## config.mk

```make
export PLATFORM = sky130hd
export DESIGN_NAME = shreg_seq_flat
export DESIGN_NICKNAME = d
export VERILOG_FILES = /design/src/rtl/shreg_seq_if.sv /design/src/rtl/shreg_seq.sv /design/src/flat_wrapper.sv
export SDC_FILE = /design/constraint.sdc
export NUM_CORES = 1
export LEC_CHECK = 0
export ABC_AREA = 1
export BUFFER_PORTS_ARGS = -buffer_cell sky130_fd_sc_hd__buf_2
export CAP_MARGIN = 20
export CORE_AREA = 2 2 57 43
export DETAILED_ROUTE_END_ITERATION = 6
export DIE_AREA = 0 0 59 45
export SETUP_SLACK_MARGIN = 0.02
export SLEW_MARGIN = 20
export SYNTH_ARGS = -nofsm -noshare
export SYNTH_HDL_FRONTEND = slang
export SYNTH_SLANG_ARGS = --single-unit
```

## constraint.sdc

```tcl
create_clock -name clk -period 1.8 [get_ports clk]
set_input_delay 0.36 -clock clk [delete_from_list [all_inputs] [get_ports clk]]
set_output_delay 0.36 -clock clk [all_outputs]
set_load 0.02 [all_outputs]
```

## src/rtl/shreg_seq_if.sv

```systemverilog
// rtl/shreg_seq_if.sv - control/data bundle for the sequenced shift register
// Optional rot input present only when SHREG_ROTATE_EN is defined.
interface shreg_seq_if #(
    parameter int WIDTH = 4,
    parameter int CNT_W = 3
);
    logic [WIDTH-1:0] D;
    logic             sclr;
    logic             ld;
    logic             E;
    logic             dir;
    logic             w;
    logic             start;
    logic [CNT_W-1:0] cnt;
`ifdef SHREG_ROTATE_EN
    logic             rot;
`endif
    logic [WIDTH-1:0] Q;
    logic             so;
    logic             busy;
    logic             done;

    modport master (
`ifdef SHREG_ROTATE_EN
        output rot,
`endif
        output D, sclr, ld, E, dir, w, start, cnt,
        input  Q, so, busy, done
    );

    modport slave (
`ifdef SHREG_ROTATE_EN
        input  rot,
`endif
        input  D, sclr, ld, E, dir, w, start, cnt,
        output Q, so, busy, done
    );
endinterface

```

## src/rtl/shreg_seq.sv

```systemverilog
// rtl/shreg_seq.sv - shift register with load/clear and counted multi-shift sequences
// Define SHREG_ROTATE_EN to add the rot input (shift-out bit re-inserted instead of w).
module shreg_seq #(
    parameter int WIDTH = 4,
    parameter int CNT_W = 3
) (
    input  logic        clk,
    input  logic        reset,
    shreg_seq_if.slave  bus
);
    typedef enum logic [1:0] {
        IDLE = 2'd0,
        RUN  = 2'd1,
        FIN  = 2'd2
    } state_t;

    state_t           state, state_nx;
    logic [WIDTH-1:0] q_r, q_nx;
    logic             so_r, so_nx;
    logic [CNT_W-1:0] rem_r, rem_nx;
    logic             dir_r, dir_nx;

    logic             shift_dir;
    logic             do_shift;
    logic             ins_left, ins_right;
    logic [WIDTH-1:0] q_left, q_right;

    // Inserted bit per direction: the live serial input, or the bit leaving the other end.
`ifdef SHREG_ROTATE_EN
    assign ins_left  = bus.rot ? q_r[WIDTH-1] : bus.w;
    assign ins_right = bus.rot ? q_r[0]       : bus.w;
`else
    assign ins_left  = bus.w;
    assign ins_right = bus.w;
`endif

    assign q_left  = {q_r[WIDTH-2:0], ins_left};
    assign q_right = {ins_right, q_r[WIDTH-1:1]};

    always_ff @(posedge clk) begin
        if (reset) begin
            state <= IDLE;
            q_r   <= '0;
            so_r  <= 1'b0;
            rem_r <= '0;
            dir_r <= 1'b0;
        end else begin
            state <= state_nx;
            q_r   <= q_nx;
            so_r  <= so_nx;
            rem_r <= rem_nx;
            dir_r <= dir_nx;
        end
    end

    always_comb begin
        state_nx  = state;
        rem_nx    = rem_r;
        dir_nx    = dir_r;
        do_shift  = 1'b0;
        shift_dir = dir_r;

        if (bus.sclr && bus.E) begin
            state_nx = IDLE;
        end else begin
            case (state)
                IDLE: begin
                    if (bus.ld && bus.E) begin
                        state_nx = IDLE;
                    end else if (bus.start) begin
                        dir_nx   = bus.dir;
                        rem_nx   = bus.cnt;
                        state_nx = (bus.cnt == '0) ? FIN : RUN;
                    end else if (bus.E) begin
                        do_shift  = 1'b1;
                        shift_dir = bus.dir;
                    end
                end
                RUN: begin
                    if (bus.E) begin
                        do_shift = 1'b1;
                        rem_nx   = rem_r - CNT_W'(1);
                        if (rem_r == CNT_W'(1)) begin
                            state_nx = FIN;
                        end
                    end
                end
                FIN: begin
                    state_nx = IDLE;
                end
                default: begin
                    state_nx = IDLE;
                end
            endcase
        end
    end

    always_comb begin
        q_nx  = q_r;
        so_nx = so_r;
        if (bus.sclr && bus.E) begin
            q_nx  = '0;
            so_nx = 1'b0;
        end else if (state == IDLE && bus.ld && bus.E) begin
            q_nx = bus.D;
        end else if (do_shift) begin
            if (shift_dir) begin
                q_nx  = q_right;
                so_nx = q_r[0];
            end else begin
                q_nx  = q_left;
                so_nx = q_r[WIDTH-1];
            end
        end
    end

    assign bus.Q    = q_r;
    assign bus.so   = so_r;
    assign bus.busy = (state == RUN);
    assign bus.done = (state == FIN);
endmodule

```

## src/flat_wrapper.sv

```systemverilog
// flat-port wrapper written by rule: the top's interface ports become plain ports
module shreg_seq_flat 
#(
    parameter int WIDTH = 4,
    parameter int CNT_W = 3
)
  (clk, reset, bus_D, bus_sclr, bus_ld, bus_E, bus_dir, bus_w, bus_start, bus_cnt, bus_Q, bus_so, bus_busy, bus_done);
  shreg_seq_if #(.WIDTH(WIDTH), .CNT_W(CNT_W)) bus_i ();
  input  logic clk;
  input  logic reset;
  input wire logic [$bits(bus_i.D)-1:0] bus_D;
  input wire logic [$bits(bus_i.sclr)-1:0] bus_sclr;
  input wire logic [$bits(bus_i.ld)-1:0] bus_ld;
  input wire logic [$bits(bus_i.E)-1:0] bus_E;
  input wire logic [$bits(bus_i.dir)-1:0] bus_dir;
  input wire logic [$bits(bus_i.w)-1:0] bus_w;
  input wire logic [$bits(bus_i.start)-1:0] bus_start;
  input wire logic [$bits(bus_i.cnt)-1:0] bus_cnt;
  output wire logic [$bits(bus_i.Q)-1:0] bus_Q;
  output wire logic [$bits(bus_i.so)-1:0] bus_so;
  output wire logic [$bits(bus_i.busy)-1:0] bus_busy;
  output wire logic [$bits(bus_i.done)-1:0] bus_done;
  assign bus_i.D = bus_D;
  assign bus_i.sclr = bus_sclr;
  assign bus_i.ld = bus_ld;
  assign bus_i.E = bus_E;
  assign bus_i.dir = bus_dir;
  assign bus_i.w = bus_w;
  assign bus_i.start = bus_start;
  assign bus_i.cnt = bus_cnt;
  assign bus_Q = bus_i.Q;
  assign bus_so = bus_i.so;
  assign bus_busy = bus_i.busy;
  assign bus_done = bus_i.done;
  shreg_seq #(.WIDTH(WIDTH), .CNT_W(CNT_W)) u_core (.clk(clk), .reset(reset), .bus(bus_i));
endmodule
```

# [After elaboration in Yosys (flattened, before gate mapping)]
# Index checks and enable logic that the tools add are counted.
# Widths: inputs -> output; s select.
[word_totals] regBits=11 input_bits=15 output_inout_bits=7
[classes] add_sub_neg=1 n_eq_ne=8 n_mux=24 n_bitwise=3 reduce_logical=13
[ops] operator="$mux 4" count=3
[ops] operator="$mux 1" count=10
[ops] operator="$mux 2" count=5
[ops] operator="$mux 3" count=3
[ops] operator="$ne 2x2->1 const B" count=3
[ops] operator="$pmux 3 s2" count=1
[ops] operator="$reduce_and 5->1" count=1
[ops] operator="$logic_and 1x1->1" count=4
[ops] operator="$pmux 2 s2" count=1
[ops] operator="$reduce_and 4->1" count=1
[ops] operator="$reduce_bool 2->1" count=2
[ops] operator="$eq 3x1->1 const B" count=1
[ops] operator="$logic_not 3->1" count=1
[ops] operator="$ne 3x2->1 const B" count=1
[ops] operator="$not 1->1" count=3
[ops] operator="$reduce_and 3->1" count=1
[ops] operator="$sub 3x1->3 const B" count=1
[ops] operator="$eq 2x1->1 const B" count=1
[ops] operator="$eq 2x2->1 const B" count=1
[ops] operator="$logic_not 2->1" count=1
[ops] operator="$ne 2x1->1 const B" count=1
[ops] operator="$pmux 1 s2" count=1
[ops] operator="$reduce_and 2->1" count=1
[ops] operator="$reduce_or 2->1" count=1

# [Logic depth before layout (Yosys ltp)]
[logic_depth] depth_word=8 depth_mapped=10 depth_no_buf=10

# [Least setup slack after synthesis]
# OpenSTA, ideal clock, no wires.
[synth_path] kind="input -> register" from="input bus_ld" to="register u_core.so_r, in the netlist u_core.bus.so" setup_time_ns=0.114 t_arrival_ns=1.028 required_time_ns=1.686 slack_ns=0.658 path_stages=10 path_buffers=0 path_cell_list="nand2_2 > nand2_2 > inv_2 > nand2_2 > nand2_4 > nand2_4 > nand2_1 > nand3_1 > nand2_1 > nor2_2"
[synth_via] elab_chain_len=5
[synth_rtl] element="start, declared" line="flat_wrapper.sv:13" source="input wire logic [$bits(bus_i.ld)-1:0] bus_ld;"
[synth_rtl] element="$logic_and 1x1->1" line="shreg_seq.sv:68" source="if (bus.ld && bus.E) begin"
[synth_rtl] element="$mux 1" line="shreg_seq.sv:68"
[synth_rtl] element="$pmux 1 s2 or $mux 1 (tied branches)" line="shreg_seq.sv:66" source="case (state)"
[synth_rtl] element="$mux 1" line="shreg_seq.sv:63" source="if (bus.sclr && bus.E) begin"
[synth_rtl] element="$reduce_and 2->1 (no source line) or $mux 1 (tied branches)"
[synth_rtl] element="end signal, assigned" line="shreg_seq.sv:50" source="so_r <= so_nx;"
[synth_rtl] element="end, declared" line="shreg_seq.sv:19" source="logic so_r, so_nx;"
# Parallel ways exist; a longest one is shown, timed or not.
# A chain may end at the register's enable or synchronous reset.

# [Worst setup path in the final report]
[layout_path] from="register u_core.state[0]" to="output bus_busy"
[layout_via] elab_chain_len=1
[layout_rtl] element="start, declared" line="shreg_seq.sv:17" source="state_t state, state_nx;"
[layout_rtl] element="start signal, assigned" line="shreg_seq.sv:48" source="state <= state_nx;"
[layout_rtl] element="$eq 2x1->1" line="shreg_seq.sv:119" source="assign bus.busy = (state == RUN);"
[layout_rtl] element="end, declared" line="flat_wrapper.sv:21" source="output wire logic [$bits(bus_i.busy)-1:0] bus_busy;"
# No other way between the ends.

==> results.md <==
* Vias per std cell at 4.62
* Finished Core Util at 46.5%
* Clock Pin Slew Worst Setup and Hold Paths at 70 ps
* Share of layout cells above drive strength 1 at 27.5%
* Clock latency on the worst-skew pair at 270 ps
* Detailed Route Iter0 Violations at 31
* Grt met3 use at 6.02%
* Synth Cell Area at 801 sq um
* Clock buffer depth at 2
* Hold path cells at 4
* Hold EP: u_core.rem_r[0]$_SDFFE_PP0P_
* First-pass GRT wire length at 2860 microns
* Worst-margin pin slew at 334 ps
* Final Worst Setup Slack at 268 ps
* Row count at 14
* Tmin final at 1530 ps
* Die W at 59 microns
* Reg2reg end: u_core.rem_r[1]$_SDFFE_PP0P_
* Starting Density at 38.7%
* Port bufs at 21
* Met1 Use GR at 21.2%
* M2 GR Usage at 19.1%
* # nets final at 171
* Vias in the first global route at 654
* Static Leak at 0.521 nW
* CTS tree: yes
* Total track usage at 14.5%
* Worst path slowest cell: dfxtp_1
* Hold Startpoint: reset
* Total grt overflow at 0
* Max IR drop VDD at 0.334 mV
* RD Place Congestion at 0.815
* #FFs+latches synth at 11
* WP data arrival at 1170 ps
* Worst-path cell chain: nand2_1 -> inv_1 -> buf_2
* Num CTS Buffers at 3
* Cell variety after synth at 20
* Setup Skew at 2.20 ps
* DIE AREA at 0.00266 sq mm
* Crit path largest cell delay at 410 ps
* Final number of setup-violating endpoints at 0
* Design area at 962 sq um
* Pin count of the biggest net entering global routing at 10
* Endpoints failing hold at 0
* R2r setup slk at 520 ps
* Drt first pass iters at 4
* Vias at 818
* Final period utilization at 85.1%
* Core area at 0.00207 sq mm
* Syn Inst Count at 128
* Sequential cell area fraction in the yosys report at 27.5%
* Dpl ws at 450 ps
* R2R cell count at 7
* Area growth syn-to-layout at 20.2%
* Crit path max-delay family: flip-flops
* Hold crit path type: in -> reg
* DPL Wire Length at 1400 microns
* Setup crit end kind: output port
* Post-DP Area at 936 sq um
* Launching point of the worst reg2reg path: u_core.state[0]$_SDFFE_PP0P_
* Overall power at 0.661 mW
* Critical path peak fanout at 9
* Antenna viol nets, final at 0
* Number of max-cap violations at 0
* Antenna violations before repair at 0
* Power Density at 687 mW/mm^2
* Synth warn at 0
* Worst path bufs/invs at 2
* Outcome: complete, no violations
* CP Launch Type: register
* CTS Sinks at 11
* Final WL at 1700 microns
* CP Depth at 3
* Syn_area_per_cell at 6.26 sq um
* Number of diodes at 0
* CTS hold repair buffers at 0
* Post-CTS Setup Bufs at 0
* Syn Nets at 145
* Root buf cell: clkbuf_4
* Global route hottest layer: met1
* Relative slew slack at 77.6%
* H-Tree Depth at 1
* DRC viols at 0
* Average wire per cell in the routed design at 9.58 microns
* Die Y at 45 microns
* RSZ-0062 raised after global routing: false
* Fin. max-slew vios at 0
* WS Path Type: reg -> out
* Setup TNS at 0 ps
* Worst path required time at 1440 ps
* F_max at 653 MHz
* CTS resizes at 0
* Total I/O pin count at 22
-- cells in the final DEF, fill, tap and decap left out, types with 2 or more instances in the layout --
cell type / n
nor2_1: 12
a31oi_1: 2
ha_1: 2
inv_2: 4
nor2_2: 3
buf_2: 21
dfxtp_1: 11
nand2_2: 5
nand2_1: 30
a21oi_1: 5
nand3_1: 15
clkbuf_4: 3
o21ai_0: 5
inv_1: 25
nand2_4: 2
-- how the worst max path moves through the flow --
stage,start,endpoint,slack (ps)
after floorplan,bus_ld,u_core.bus.so$_SDFFE_PP0P_,660
after global placement,bus_E,u_core.rem_r[1]$_SDFFE_PP0P_,460
after detailed placement,bus_E,u_core.bus.so$_SDFFE_PP0P_,450
after CTS,u_core.state[0]$_SDFFE_PP0P_,bus_busy,250
after global routing,u_core.state[0]$_SDFFE_PP0P_,bus_busy,150
final,u_core.state[0]$_SDFFE_PP0P_,bus_busy,270
-- cells by family (layout without fill, tap and decap cells) --
kind of cell | Yosys count | after routing | synth area share [%]
simple gates | 71 | 71 | 43.8
buf+inv | 29 | 54 | 13.6
compound gates | 14 | 14 | 10.9
flops | 11 | 11 | 27.5
fa+ha+maj | 2 | 2 | 3.12
xor+xnor | 1 | 1 | 1.09
-- power breakdown --
| group | internal [mW] | total, mW | switching (mW) |
|---|---|---|---|
| clock network | 0.0858 | 0.165 | 0.0791 |
| registers | 0.264 | 0.279 | 0.0154 |
| logic | 0.0794 | 0.217 | 0.138 |
-- cells in the mapped netlist --
library cell	instances	area share [%]
inv_1	25	12
nand3_1	15	9.4
nor2_4	1	1.4
a21oi_1	5	3.1
o21ai_0	5	3.1
o21ai_1	1	0.62
nand2_4	2	2.8
inv_2	4	1.9
nand3_2	1	1.3
nand2_1	30	14
ha_1	2	3.1
dfxtp_1	11	27
nor2_1	12	5.6
xor2_1	1	1.1
nor4_1	1	0.78
a31oi_1	2	1.6
a211oi_4	1	2.5
nand2_2	5	3.9
nand3_4	1	2.2
nor2_2	3	2.3
-- registers in the layout, indices dropped and copies added, names as in the netlist --
name and cells:
u_core.bus.Q 4, u_core.dir_r 1, u_core.rem_r 3, u_core.state 2, u_core.bus.so 1
-- metal layers --
metal	vias to the layer above	wire [microns]
met4	0	13
met1	345	870
li1	448	-
met5	-	0
met2	23	687
met3	2	124
-- per-stage QoR --
stage	hold WS, ps	std cells
finish	377	177
global route	386	177
CTS	366	177
detailed placement	475	173
global placement	476	173
floorplan	455	128
-- final cells by class --
type / instances / area [sq um]
flip-flops and latches: 11 / 220
repair buffers: 21 / 105
clock buffers: 4 / 26.3
fillers: 219 / 1100
multi-input cells: 88 / 472
inverters: 29 / 109
well taps: 24 / 30.0
-- worst reg2reg max path: cells and delay by family (launching register included) --
kind,cells,cell delay [ps]
DFF,1,410
and+or+nand+nor,5,400
AOI/OAI and AO/OA,1,340
buffers and inverters,1,50
No activity file was read; power rests on OpenSTA's default activity.
